## src/rtl/wb_bus_arbiter_pkg.sv

```systemverilog
// -----------------------------------------------------------------------------
// wb_bus_arbiter_pkg
// Shared definitions for the two-port Wishbone master controller:
//   - wba_state_e    : controller state encoding (IDLE, IF_RD, MEM_RD, RMW_RD,
//                      MEM_WR)
//   - RST_ENABLE     : active level of the synchronous reset
//   - ZERO_WORD      : all-zero data word
//   - WB_SELECT_FULL : byte-select pattern that marks a full-word access
//   - LANE_W         : width of one Wishbone byte lane
// -----------------------------------------------------------------------------
package wb_bus_arbiter_pkg;

  typedef enum logic [2:0] {
    WBA_IDLE   = 3'd0,
    WBA_IF_RD  = 3'd1,
    WBA_MEM_RD = 3'd2,
    WBA_RMW_RD = 3'd3,
    WBA_MEM_WR = 3'd4
  } wba_state_e;

  localparam logic        RST_ENABLE     = 1'b1;
  localparam logic [31:0] ZERO_WORD      = 32'h0000_0000;
  localparam logic [3:0]  WB_SELECT_FULL = 4'b1111;
  localparam int          LANE_W         = 8;

endpackage : wb_bus_arbiter_pkg

```

## src/rtl/wb_bus_arbiter_lane_merge.sv

```systemverilog
// -----------------------------------------------------------------------------
// wb_lane_merge
// Combinational byte-lane merge used by the read-modify-write store path.
// Lanes with sel_i set take the new store data; the others keep the word
// just read from the bus.
//   sel_i    : byte-lane enables of the store
//   new_i    : lane-aligned store data
//   old_i    : word read back from memory
//   merged_o : word to write back
// -----------------------------------------------------------------------------
module wb_lane_merge
  import wb_bus_arbiter_pkg::*;
#(
  parameter int DATA_W = 32
) (
  input  logic [DATA_W/LANE_W-1:0] sel_i,
  input  logic [DATA_W-1:0]        new_i,
  input  logic [DATA_W-1:0]        old_i,
  output logic [DATA_W-1:0]        merged_o
);

  always_comb begin
    for (int b = 0; b < DATA_W / LANE_W; b++) begin
      merged_o[LANE_W*b +: LANE_W] = sel_i[b] ? new_i[LANE_W*b +: LANE_W]
                                              : old_i[LANE_W*b +: LANE_W];
    end
  end

endmodule : wb_lane_merge

```

## src/rtl/wb_bus_arbiter.sv

```systemverilog
// -----------------------------------------------------------------------------
// wb_bus_arbiter
// Shares one Wishbone classic bus between the instruction-fetch (IF) port and
// the data-memory (MEM) port. MEM wins simultaneous requests. Sub-word stores
// are done as read-modify-write. Every bus and completion output is
// registered; the stall requests are combinational.
//
// Ports
//   clk, rst                 : clock, synchronous active-high reset
//   flush_i                  : pipeline flush (discards an in-flight fetch)
//   if_req_i / if_addr_i     : fetch request and address
//   if_data_o / if_done_o    : fetched word, one-cycle completion strobe
//   stall_req_if             : IF stall request toward pipeline control
//   mem_req_i / mem_we_i     : MEM request, write enable
//   mem_addr_i / mem_sel_i   : MEM address, byte-lane enables
//   mem_data_i               : lane-aligned store data
//   mem_data_o / mem_done_o  : load data, one-cycle completion strobe
//   stall_req_mem            : MEM stall request toward pipeline control
//   wb_*                     : Wishbone master interface
// -----------------------------------------------------------------------------
module wb_bus_arbiter
  import wb_bus_arbiter_pkg::*;
#(
  parameter int ADDR_W = 32,
  parameter int DATA_W = 32
) (
  input  logic                     clk,
  input  logic                     rst,
  input  logic                     flush_i,
  input  logic                     if_req_i,
  input  logic [ADDR_W-1:0]        if_addr_i,
  output logic [DATA_W-1:0]        if_data_o,
  output logic                     if_done_o,
  output logic                     stall_req_if,
  input  logic                     mem_req_i,
  input  logic                     mem_we_i,
  input  logic [ADDR_W-1:0]        mem_addr_i,
  input  logic [DATA_W/LANE_W-1:0] mem_sel_i,
  input  logic [DATA_W-1:0]        mem_data_i,
  output logic [DATA_W-1:0]        mem_data_o,
  output logic                     mem_done_o,
  output logic                     stall_req_mem,
  output logic                     wb_cyc_o,
  output logic                     wb_stb_o,
  output logic                     wb_we_o,
  output logic [ADDR_W-1:0]        wb_adr_o,
  output logic [DATA_W/LANE_W-1:0] wb_sel_o,
  output logic [DATA_W-1:0]        wb_dat_o,
  input  logic [DATA_W-1:0]        wb_dat_i,
  input  logic                     wb_ack_i
);

  localparam int SEL_W = DATA_W / LANE_W;

  wba_state_e         state_q, state_d;
  logic               cyc_q, we_q;
  logic [ADDR_W-1:0]  adr_q;
  logic [SEL_W-1:0]   sel_out_q;
  logic [SEL_W-1:0]   req_sel_q;
  logic [DATA_W-1:0]  wdata_q;
  logic [DATA_W-1:0]  if_data_q, mem_data_q;
  logic               if_done_q, mem_done_q;
  logic               flushed_q;
  logic [DATA_W-1:0]  merged;

  wb_lane_merge #(.DATA_W(DATA_W)) u_lane_merge (
    .sel_i    (req_sel_q),
    .new_i    (wdata_q),
    .old_i    (wb_dat_i),
    .merged_o (merged)
  );

  // NOTE: every variable assigned in always_comb gets a default first, so no
  // path through the block can leave it unassigned and infer a latch.
  always_comb begin
    state_d = state_q;
    unique case (state_q)
      WBA_IDLE: begin
        if (mem_req_i) begin
          if (!mem_we_i)              state_d = WBA_MEM_RD;
          else if (mem_sel_i == '1)   state_d = WBA_MEM_WR;
          else                        state_d = WBA_RMW_RD;
        end else if (if_req_i && !flush_i) begin
          state_d = WBA_IF_RD;
        end
      end
      WBA_IF_RD, WBA_MEM_RD, WBA_MEM_WR: if (wb_ack_i) state_d = WBA_IDLE;
      WBA_RMW_RD:                        if (wb_ack_i) state_d = WBA_MEM_WR;
      default:                           state_d = WBA_IDLE;
    endcase
  end

  // NOTE: sequential state uses non-blocking assignments only, so every
  // register samples the pre-edge value of every other register.
  always_ff @(posedge clk) begin
    if (rst == RST_ENABLE) state_q <= WBA_IDLE;
    else                   state_q <= state_d;
  end

  // Bus outputs are derived from the next state so they are registered yet
  // line up with the state they belong to.
  always_ff @(posedge clk) begin
    if (rst == RST_ENABLE) begin
      cyc_q      <= 1'b0;
      we_q       <= 1'b0;
      adr_q      <= '0;
      sel_out_q  <= '0;
      req_sel_q  <= '0;
      wdata_q    <= '0;
      if_data_q  <= '0;
      mem_data_q <= '0;
      if_done_q  <= 1'b0;
      mem_done_q <= 1'b0;
      flushed_q  <= 1'b0;
    end else begin
      cyc_q      <= (state_d != WBA_IDLE);
      we_q       <= (state_d == WBA_MEM_WR);
      sel_out_q  <= '1;
      if_done_q  <= 1'b0;
      mem_done_q <= 1'b0;

      // Request attributes are frozen here; later input changes are ignored.
      if (state_q == WBA_IDLE && state_d != WBA_IDLE) begin
        adr_q     <= (state_d == WBA_IF_RD) ? if_addr_i : mem_addr_i;
        req_sel_q <= mem_sel_i;
        wdata_q   <= mem_data_i;
        flushed_q <= 1'b0;
      end

      unique case (state_q)
        WBA_IF_RD: begin
          if (wb_ack_i) begin
            // A flush at any point of the fetch, including the ack cycle,
            // lets the bus cycle finish but drops the returned word.
            if (!(flushed_q || flush_i)) begin
              if_data_q <= wb_dat_i;
              if_done_q <= 1'b1;
            end
          end else if (flush_i) begin
            flushed_q <= 1'b1;
          end
        end
        WBA_MEM_RD: begin
          if (wb_ack_i) begin
            mem_data_q <= wb_dat_i;
            mem_done_q <= 1'b1;
          end
        end
        WBA_RMW_RD: if (wb_ack_i) wdata_q <= merged;
        WBA_MEM_WR: if (wb_ack_i) mem_done_q <= 1'b1;
        default: ;
      endcase
    end
  end

  assign wb_cyc_o      = cyc_q;
  assign wb_stb_o      = cyc_q;
  assign wb_we_o       = we_q;
  assign wb_adr_o      = adr_q;
  assign wb_sel_o      = sel_out_q;
  assign wb_dat_o      = wdata_q;
  assign if_data_o     = if_data_q;
  assign if_done_o     = if_done_q;
  assign mem_data_o    = mem_data_q;
  assign mem_done_o    = mem_done_q;
  assign stall_req_if  = if_req_i & ~if_done_q;
  assign stall_req_mem = mem_req_i & ~mem_done_q;

endmodule : wb_bus_arbiter

```

## config.mk

```make
export PLATFORM = sky130hd
export DESIGN_NAME = wb_bus_arbiter
export DESIGN_NICKNAME = d
export VERILOG_FILES = /design/src/rtl/wb_bus_arbiter_pkg.sv /design/src/rtl/wb_bus_arbiter_lane_merge.sv /design/src/rtl/wb_bus_arbiter.sv
export SDC_FILE = /design/constraint.sdc
export NUM_CORES = 1
export LEC_CHECK = 0
export CAP_MARGIN = 20
export CORE_MARGIN = 2
export CORE_UTILIZATION = 30
export CTS_CLUSTER_SIZE = 28
export DETAILED_ROUTE_END_ITERATION = 7
export MAX_ROUTING_LAYER = met4
export PLACE_DENSITY = 0.69
export SLEW_MARGIN = 20
export SYNTH_ARGS = -nofsm -noshare
export SYNTH_HDL_FRONTEND = slang
export SYNTH_HIERARCHICAL = 1
export SYNTH_SLANG_ARGS = --single-unit
```

## constraint.sdc

```tcl
create_clock -name clk -period 2.05 [get_ports clk]
set_input_delay 0.41 -clock clk [delete_from_list [all_inputs] [get_ports clk]]
set_output_delay 0.41 -clock clk [all_outputs]
set_load 0.01 [all_outputs]
```

==> metrics, run 1 <==
Remaining DRCs=0; Worst path slowest cell=clkdlybuf4s50_1; Lkg Pwr=3.728 nW; clock share of power=38.2%; initial DRC count=352; outcome=finished clean; Cell Rows=52; maximum VDD drop=0.0004749 V; Yosys cell types=36; commonest cells after routing, fill and taps aside=clkdlybuf4s50_1, nand2_1, dfxtp_1; crit path launch type=input port; post-detailed-route via-to-cell ratio=5.072; final setup fails=0; Comb power frac=25.2%; die area=0.02213 mm²; Synth-to-Final Area Change=63.24%; IO Port Bufs=277; fmax=512.2 MHz; register area share after synthesis=44.90%; dpl cell area=0.009629 mm²; met3 Usage GRT=5.657%; number of global-route vias before repair=6367; sw frac=27.62%; Worst-Margin Slew=0.6577 ns; Final Hold Violating Endpoints=0; commonest non-fill, non-tap cell in the layout=clkdlybuf4s50_1; IO Pins=278; grt total ovfl=0; die width=148.8 µm; setup ws final=0.09763 ns; Seq pwr share=36.6%; critical path's largest stage delay=0.54 ns; crit path DAT=1.54 ns; total of max-cap violations=0; largest net degree at the start of global routing=68; Total GRT Usage=20.77%; total power=8.655 mW; Nets=1163; Setup TNS=0 ns; #FFs+latches synth=141; CP cell instances=clkdlybuf4s50_1, nor2b_1, clkdlybuf4s50_1; most used cell along the critical path=clkdlybuf4s50_1; Non-Filler Instances=1308; r2r setup slk=0.15 ns; Slew headroom=56.10%; WS Path Type=input port to output port; Final Wtd Congestion=0.8242; DRT Pass-1 Iters=6; Final Max Slew Viols=0; routing usage on met1=25.19%; critical-path maximum fanout=2; clk slew on worst S/H paths=0.06 ns; busiest layer in global routing=met2; Pint=6.264 mW; Ys Warns=6; via count=6634; post-synth top area cell=dfxtp_1; CTS buffer count=17; Max Clock Skew=0.01208 ns; Starting Density=30.77%; Post-Place Setup Slack=-0.1705 ns; Crit. End Element=output port; wire length per cell=17.29 µm; Routed WL=22610 µm; number of synthesized flops with an enable pin=0; RSZ-0062 raised after global routing=false; Mapped Area=0.006286 mm²; CTS tree=yes; NetSw=2.391 mW; Routed Antenna Nets=0; Yosys top cell area share=44.90%; Finished Cell Area=0.01026 mm²; global-route wire length before repair=34790 µm; Data required, critical path=1.64 ns; Chip Height=148.8 µm; Post-Place Cells=1275; M2 GR Usage=33.33%; CORE AREA=0.02043 mm²; clk sinks=141; HP Class=register to register; top_reg_cell synth=dfxtp_1; top cells by area, synth=dfxtp_1, nand2_1, mux2_4; layout cells sized above 1=11.48%; pwr/cell area=843.5 mW/mm²; Syn Inst Count=758; syn avg cell area=8.293 µm²; Detailed Place HPWL=15800 µm; minimum clock period after layout=1.952 ns; CTS H-Tree Depth=4; ys async rst share=0%; worst skew pair latency=0.42 ns; Synth Net Count=897; root buffer cell=clkbuf_16; fin crit share=95.24%; initial antenna violation count=1; Max Buffers Root-to-Sink=2
-- power by group through the flow --
stage / sequential [mW] / clock [mW] / combinational [mW]
5_1_grt: 3.20 / 3.50 / 2.34
3_5_place_dp: 3.22 / 0 / 2.18
6_report: 3.17 / 3.31 / 2.18
3_3_place_gp: 3.22 / 0 / 2.17
4_1_cts: 3.17 / 3.38 / 2.20
2_1_floorplan: 3.26 / 0 / 0.928
-- worst paths after layout --
| check | cells after the start | startpoint | end |
|---|---|---|---|
| max | 3 | if_req_i | stall_req_if |
| min | 2 | if_data_o[1]$_SDFFE_PP0P_ | if_data_o[1]$_SDFFE_PP0P_ |
| max reg2reg | 6 | state_q[0]$_SDFF_PP0_ | wb_adr_o[27]$_SDFFE_PP0P_ |
| min reg2reg | 2 | if_data_o[1]$_SDFFE_PP0P_ | if_data_o[1]$_SDFFE_PP0P_ |
-- final cells by class --
| cell class | instances | area (µm²) |
|---|---|---|
| fill | 1966 | 10170 |
| timing repair buffer | 326 | 3366 |
| multi-input combinational | 536 | 3098 |
| sequential | 141 | 2823 |
| clock buffer | 22 | 464.2 |
| tap | 270 | 337.8 |
| clock inverter | 10 | 162.7 |
| inverter | 2 | 7.507 |
| antenna | 1 | 2.502 |
-- sequential cells by signal, summed over array words and instances (netlist names) --
name,flops
if_data_o,32
if_done_o,1
wb_dat_o,32
wb_adr_o,32
wb_cyc_o,1
state_q,3
mem_data_o,32
wb_we_o,1
wb_sel_o,1
req_sel_q,4
mem_done_o,1
flushed_q,1
-- per-layer routing --
metal / wire length (µm) / part of all wire (%) / vias to the layer above
li1: - / - / 3218
met1: 9720 / 43 / 3099
met2: 10580 / 47 / 286
met3: 1838 / 8.1 / 31
met4: 478 / 2.1 / 0
met5: 0 / 0 / -
-- logic make-up (layout without fill, tap and decap cells) --
family / after synthesis / count (layout) / share of synthesized area, %
other cells: 0 / 1 / 0
simple gates: 293 / 293 / 19.53
compound gates: 210 / 210 / 21.44
buf+inv: 81 / 360 / 6.350
xor+xnor: 1 / 1 / 0.1394
flops: 141 / 141 / 44.90
mux: 32 / 32 / 7.643
-- worst max-delay path: cells and delay by family --
| kind | cells | cell delay (ns) |
|---|---|---|
| buffers and inverters | 2 | 1.01 |
| AND/OR/NAND/NOR | 1 | 0.13 |
-- stage by stage --
step | hold WS, ns | utilization [%]
floorplan | 0.4491 | -
global placement | 0.4414 | 47.13
detailed placement | 0.4472 | 47.13
CTS | 0.4421 | 50.20
global route | 0.4695 | 50.23
finish | 0.4530 | 50.23
-- cell usage after synthesis (2+ instances only) --
| cell | instances |
|---|---|
| nand2_1 | 202 |
| buf_1 | 2 |
| nor2b_1 | 5 |
| a311oi_1 | 32 |
| o31ai_1 | 32 |
| nand2b_1 | 3 |
| clkbuf_1 | 49 |
| nand3_1 | 3 |
| buf_4 | 4 |
| o21ai_0 | 33 |
| a21oi_1 | 69 |
| buf_6 | 8 |
| dfxtp_1 | 141 |
| mux2_4 | 32 |
| a31oi_1 | 32 |
| buf_2 | 14 |
| nor2_1 | 39 |
| nor3_1 | 2 |
| a32oi_1 | 4 |
| nand4_1 | 33 |
| clkbuf_2 | 2 |
| and2_1 | 2 |
| inv_1 | 2 |
-- timing repair --
item                       4_1_cts  5_1_grt
resized for setup                0        1
setup endpoints to repair        0        1
hold buffers                     0        0
setup buffers                    0        0
No activity file was read; power rests on OpenSTA's default activity.
==> run 2, diff against run 1 <==
--- a/config.mk
+++ b/config.mk
@@ -6,12 +6,14 @@
 export NUM_CORES = 1
 export LEC_CHECK = 0
 export CAP_MARGIN = 20
+export CELL_PAD_IN_SITES_DETAIL_PLACEMENT = 0
+export CELL_PAD_IN_SITES_GLOBAL_PLACEMENT = 1
 export CORE_MARGIN = 2
 export CORE_UTILIZATION = 30
 export CTS_CLUSTER_SIZE = 28
 export DETAILED_ROUTE_END_ITERATION = 7
 export MAX_ROUTING_LAYER = met4
-export PLACE_DENSITY = 0.69
+export PLACE_DENSITY = 0.89
 export SLEW_MARGIN = 20
 export SYNTH_ARGS = -nofsm -noshare
 export SYNTH_HDL_FRONTEND = slang
==> metrics, run 2 (same netlist as run 1, synthesis figures left out) <==
outcome=finished clean; number of global-route vias before repair=6396 (+0.46%); CTS buffer count=17 (unchanged); critical path's largest stage delay=0.54 ns (about the same); CORE AREA=0.02043 mm² (unchanged); clk sinks=141 (unchanged); CP cell instances=clkdlybuf4s50_1, nor2b_1, clkdlybuf4s50_1; CTS H-Tree Depth=4 (unchanged); Final Max Slew Viols=0 (unchanged); CTS tree=yes; NetSw=2.411 mW (+0.85%); Worst-Margin Slew=0.6665 ns (+0.008856 ns); Final Wtd Congestion=0.7915 (-4.0%); IO Port Bufs=277 (unchanged); commonest non-fill, non-tap cell in the layout=clkdlybuf4s50_1; dpl cell area=0.009652 mm² (+0.23%); initial DRC count=296 (-16%); IO Pins=278 (unchanged); WS Path Type=input port to output port; M2 GR Usage=32.89% (-0.44 points); DRT Pass-1 Iters=5 (-1); pwr/cell area=838.3 mW/mm² (-0.61%); most used cell along the critical path=clkdlybuf4s50_1; fin util=50.31% (+0.086 points); Final Hold Violating Endpoints=0 (unchanged); fmax=508.7 MHz (-0.69%); minimum clock period after layout=1.966 ns (+0.01351 ns); global-route wire length before repair=34600 µm (-0.55%); final setup fails=0 (unchanged); Comb power frac=25.5% (+0.3 points); Cell Rows=52 (unchanged); Max Buffers Root-to-Sink=2 (unchanged); Synth-to-Final Area Change=63.51%; largest net degree at the start of global routing=89 (+31%); Detailed Place HPWL=15360 µm (-2.8%); die area=0.02213 mm² (unchanged); maximum VDD drop=0.0004838 V (+1.9%); Pint=6.206 mW (-0.94%); Max Clock Skew=0.007385 ns (-0.004690 ns); Remaining DRCs=0 (unchanged); Data required, critical path=1.64 ns (about the same); wire length per cell=17.08 µm (-1.2%); Finished Cell Area=0.01028 mm² (+0.17%); Total GRT Usage=20.54% (-0.23 points); critical-path maximum fanout=2 (unchanged); initial antenna violation count=1 (unchanged); met3 Usage GRT=5.688% (+0.031 points); commonest cells after routing, fill and taps aside=clkdlybuf4s50_1, nand2_1, dfxtp_1; Starting Density=30.77% (unchanged); routing usage on met1=25.16% (about the same); clock share of power=37.7% (-0.5 points); busiest layer in global routing=met2; post-detailed-route via-to-cell ratio=5.025 (-0.92%); Nets=1165 (+0.17%); via count=6583 (-0.77%); Worst path slowest cell=clkdlybuf4s50_1; crit path launch type=input port; fin crit share=95.90% (+0.66 points); crit path DAT=1.56 ns (+0.02 ns); Chip Height=148.8 µm (unchanged); RSZ-0062 raised after global routing=false; CTS Hold Bufs=0 (unchanged); worst skew pair latency=0.41 ns (about the same); grt total ovfl=0 (unchanged); Slew headroom=55.50% (-0.59 points); Routed WL=22380 µm (-1.0%); sw frac=27.98% (+0.36 points); root buffer cell=clkbuf_16; HP Class=input port to register; clk slew on worst S/H paths=0.06 ns (about the same); total power=8.617 mW (-0.44%); Crit. End Element=output port; layout cells sized above 1=11.93% (+0.46 points); total of max-cap violations=0 (unchanged); Seq pwr share=36.8% (+0.2 points); Routed Antenna Nets=0 (unchanged); die width=148.8 µm (unchanged); Lkg Pwr=3.723 nW (-0.12%)
run 2: cell count changes in the layout (fill, tap and decap cells not counted), moves of 2 or more:
| cell | delta |
|---|---|
| bufinv_16 | -2 |
| clkbuf_1 | -3 |
| clkbuf_8 | +5 |
| clkinvlp_4 | +2 |
run 2: what timing repair did:
action | 4_1_cts | 5_1_grt
setup buffers | 0 | 0
endpoints found under the hold margin | 0 | 0
resized for setup | 1 | 0
setup endpoints to repair | 1 | 0
run 2: area by class of cell:
type	instances	area (µm²)
Clock inverter	8	103.9
Fill cell	1939	10150
Multi-Input combinational cell	536	3093
Clock buffer	24	521.8
Sequential cell	141	2823
Antenna cell	1	2.502
Tap cell	270	337.8
Inverter	2	7.507
Timing Repair Buffer	328	3390
run 2: power by group through the flow:
stage	logic, mW	registers, mW	clock network, mW
detailed placement	2.20	3.23	0
global placement	2.19	3.22	0
floorplan	0.928	3.26	0
CTS	2.20	3.17	3.32
finish	2.20	3.17	3.24
global route	2.36	3.20	3.43
run 2: path summary, 6_finish.rpt:
| check | start | to | slack (ns) | depth (start not counted) |
|---|---|---|---|---|
| worst max-delay path | if_req_i | stall_req_if | 0.08 | 3 |
| worst min-delay path | rst | mem_data_o[22]$_SDFFE_PP0P_ | 0.35 | 2 |
| worst max register to register | state_q[1]$_SDFF_PP0_ | wb_adr_o[5]$_SDFFE_PP0P_ | 0.18 | 6 |
| worst min register to register | mem_data_o[11]$_SDFFE_PP0P_ | mem_data_o[11]$_SDFFE_PP0P_ | 0.45 | 2 |
run 2: worst max-delay path: cells and delay by family:
kind	cells	cell delay, ns
buf+inv	2	1.01
simple gates	1	0.13
run 2: layer usage:
metal / share of wire [%] / up-vias
met1: 43 / 3057
met4: 2.1 / 0
met2: 47 / 272
met5: 0 / -
li1: - / 3226
met3: 8.0 / 28
run 2: through the flow:
stage          hold WS [ns]  instances  TNS, ns  worst slack (ns)
3_5_place_dp         0.4458       1277   -7.591           -0.1980
6_report             0.3534       1310        0           0.08412
2_1_floorplan        0.4491        758        0            0.4486
3_3_place_gp         0.4410       1277   -3.787          -0.09636
5_1_grt              0.3502       1310        0           0.01757
4_1_cts              0.3284       1309        0           0.07840
==> run 3, diff against run 2 <==
--- a/config.mk
+++ b/config.mk
@@ -8,13 +8,11 @@
 export CAP_MARGIN = 20
 export CELL_PAD_IN_SITES_DETAIL_PLACEMENT = 0
 export CELL_PAD_IN_SITES_GLOBAL_PLACEMENT = 1
-export CORE_MARGIN = 2
 export CORE_UTILIZATION = 30
 export CTS_CLUSTER_SIZE = 28
 export DETAILED_ROUTE_END_ITERATION = 7
 export MAX_ROUTING_LAYER = met4
 export PLACE_DENSITY = 0.89
-export SLEW_MARGIN = 20
 export SYNTH_ARGS = -nofsm -noshare
 export SYNTH_HDL_FRONTEND = slang
 export SYNTH_HIERARCHICAL = 1
==> constraint.sdc (replaced) <==
create_clock -name clk -period 2.05 [get_ports clk]
set_input_delay 0.3075 -clock clk [delete_from_list [all_inputs] [get_ports clk]]
set_output_delay 0.3075 -clock clk [all_outputs]
set_load 0.01 [all_outputs]
==> metrics, run 3 (same netlist as run 1, synthesis figures left out) <==
Hold Path Sink=state_q[1]$_SDFF_PP0_; Final Max Slew Viols=0 (unchanged); CORE AREA=0.02036 mm² (-0.32%); # diodes=0 (-1); root buffer cell=clkbuf_16; Finished Cell Area=0.01004 mm² (-2.3%); Max Clock Skew=0.006484 ns (-0.0009013 ns); Final Hold Violating Endpoints=0 (unchanged); layout cells sized above 1=10.36% (-1.6 points); crit path DAT=1.61 ns (+0.05 ns); critical-path maximum fanout=6 (+4); WS Path Type=input port to output port; Detailed Place HPWL=15160 µm (-1.3%); fin util=49.32% (-0.99 points); Worst-Margin Slew=0.6676 ns (+0.001044 ns); # Post-CTS Setup Buffers=0 (unchanged); reg2reg path depth=5 (-1); Hold Path Cell Cnt=2 (unchanged); via count=6519 (-0.97%); post-cts resize count=0 (-1); clk sinks=141 (unchanged); Chip Height=146.8 µm (-1.3%); initial DRC count=266 (-10%); r2r setup slk=0.13 ns (-0.05 ns); Synth-to-Final Area Change=59.79%; wire length per cell=17.24 µm (+0.91%); HP Class=input port to register; dpl cell area=0.009469 mm² (-1.9%); Data required, critical path=1.74 ns (+0.10 ns); Slew headroom=55.44% (-0.070 points); IO Pins=278 (unchanged); commonest non-fill, non-tap cell in the layout=clkdlybuf4s50_1; Routed Antenna Nets=0 (unchanged); Lkg Pwr=3.600 nW (-3.3%); FF-to-FF End=wb_adr_o[14]$_SDFFE_PP0P_; final setup fails=0 (unchanged); CTS Hold Bufs=0 (unchanged); die area=0.02154 mm² (-2.7%); Total GRT Usage=21.65% (+1.1 points); CTS tree=yes; pwr/cell area=829.6 mW/mm² (-1.0%); Cell Rows=52 (unchanged); IO Port Bufs=277 (unchanged); Routed WL=22290 µm (-0.40%); fmax=521.2 MHz (+2.5%); Max Buffers Root-to-Sink=2 (unchanged); total of max-cap violations=0 (unchanged); Worst Min Path Start=rst; Nets=1150 (-1.3%); CTS H-Tree Depth=4 (unchanged); die width=146.8 µm (-1.3%); RSZ-0062 raised after global routing=false; grt total ovfl=0 (unchanged); number of global-route vias before repair=6394 (-0.031%); reg2reg start=state_q[0]$_SDFF_PP0_; minimum clock period after layout=1.919 ns (-0.04715 ns); worst skew pair latency=0.42 ns (about the same); Crit. End Element=output port; maximum VDD drop=0.0004965 V (+2.6%); commonest cells after routing, fill and taps aside=clkdlybuf4s50_1, nand2_1, dfxtp_1; global-route wire length before repair=35290 µm (+2.0%); DRT Pass-1 Iters=4 (-1); clk slew on worst S/H paths=0.06 ns (about the same); crit path launch type=input port; CTS buffer count=17 (unchanged); Final Wtd Congestion=0.8419 (+6.4%); largest net degree at the start of global routing=85 (-4.5%); outcome=finished clean; post-detailed-route via-to-cell ratio=5.042 (+0.33%); fin crit share=93.60% (-2.3 points); initial antenna violation count=0 (-1); Starting Density=30.87% (+0.098 points); Remaining DRCs=0 (unchanged)
==> run 3: cell types whose count changed in the layout (fill, tap and decap cells not counted), moves of 2 or more <==
cell      delta
buf_4        -9
buf_12       -6
clkbuf_8     -5
clkbuf_1     +2
clkinv_2     +2
==> run 3: cell type report <==
class / instances / area (µm²)
Multi-Input combinational cell: 536 / 3098
Fill cell: 1952 / 10320
Clock buffer: 21 / 460.4
Tap cell: 270 / 337.8
Clock inverter: 10 / 115.1
Sequential cell: 141 / 2823
Inverter: 2 / 7.507
Timing Repair Buffer: 313 / 3203
==> run 3: worst max-delay path: stages <==
cell	delay, ns
clkdlybuf4s50_1	0.57
nor2b_1	0.17
clkdlybuf4s50_1	0.57
==> run 3: metal layers <==
metal  global-route usage [%]  part of all wire (%)  vias up
met2                    34.19                    47      285
li1                         -                     -     3191
met4                    6.823                   1.9        0
met3                    6.056                   8.3       24
met5                        -                     0        -
met1                    26.63                    42     3019
==> run 3: how the worst max path moves through the flow <==
stage,cells after the start,to,from,slack [ns]
floorplan,6,wb_dat_o[0]$_SDFF_PP0_,state_q[1]$_SDFF_PP0_,0.45
global placement,6,wb_dat_o[10]$_SDFF_PP0_,flush_i,-0.05
detailed placement,6,wb_dat_o[10]$_SDFF_PP0_,mem_req_i,-0.10
CTS,3,stall_req_mem,mem_req_i,0.11
global route,6,wb_adr_o[0]$_SDFFE_PP0P_,state_q[0]$_SDFF_PP0_,0.004
finish,3,stall_req_mem,mem_req_i,0.13
==> run 3: stage by stage <==
stage	instances	hold slack (ns)	setup WS [ns]	total power [mW]	setup TNS, ns
after floorplan	758	0.4435	0.4527	4.191	0
final	1293	0.2746	0.1313	8.333	0
after global routing	1293	0.2795	0.004095	8.721	0
after detailed placement	1262	0.4468	-0.1016	5.337	-1.770
after CTS	1293	0.2608	0.1084	8.405	0
after global placement	1262	0.4414	-0.04760	5.323	-0.7141
==> run 3: where the power goes <==
part / total, mW / internal [mW] / switching, mW
clock: 3.06 / 1.85 / 1.21
combinational: 2.11 / 1.13 / 0.979
sequential: 3.17 / 2.98 / 0.189
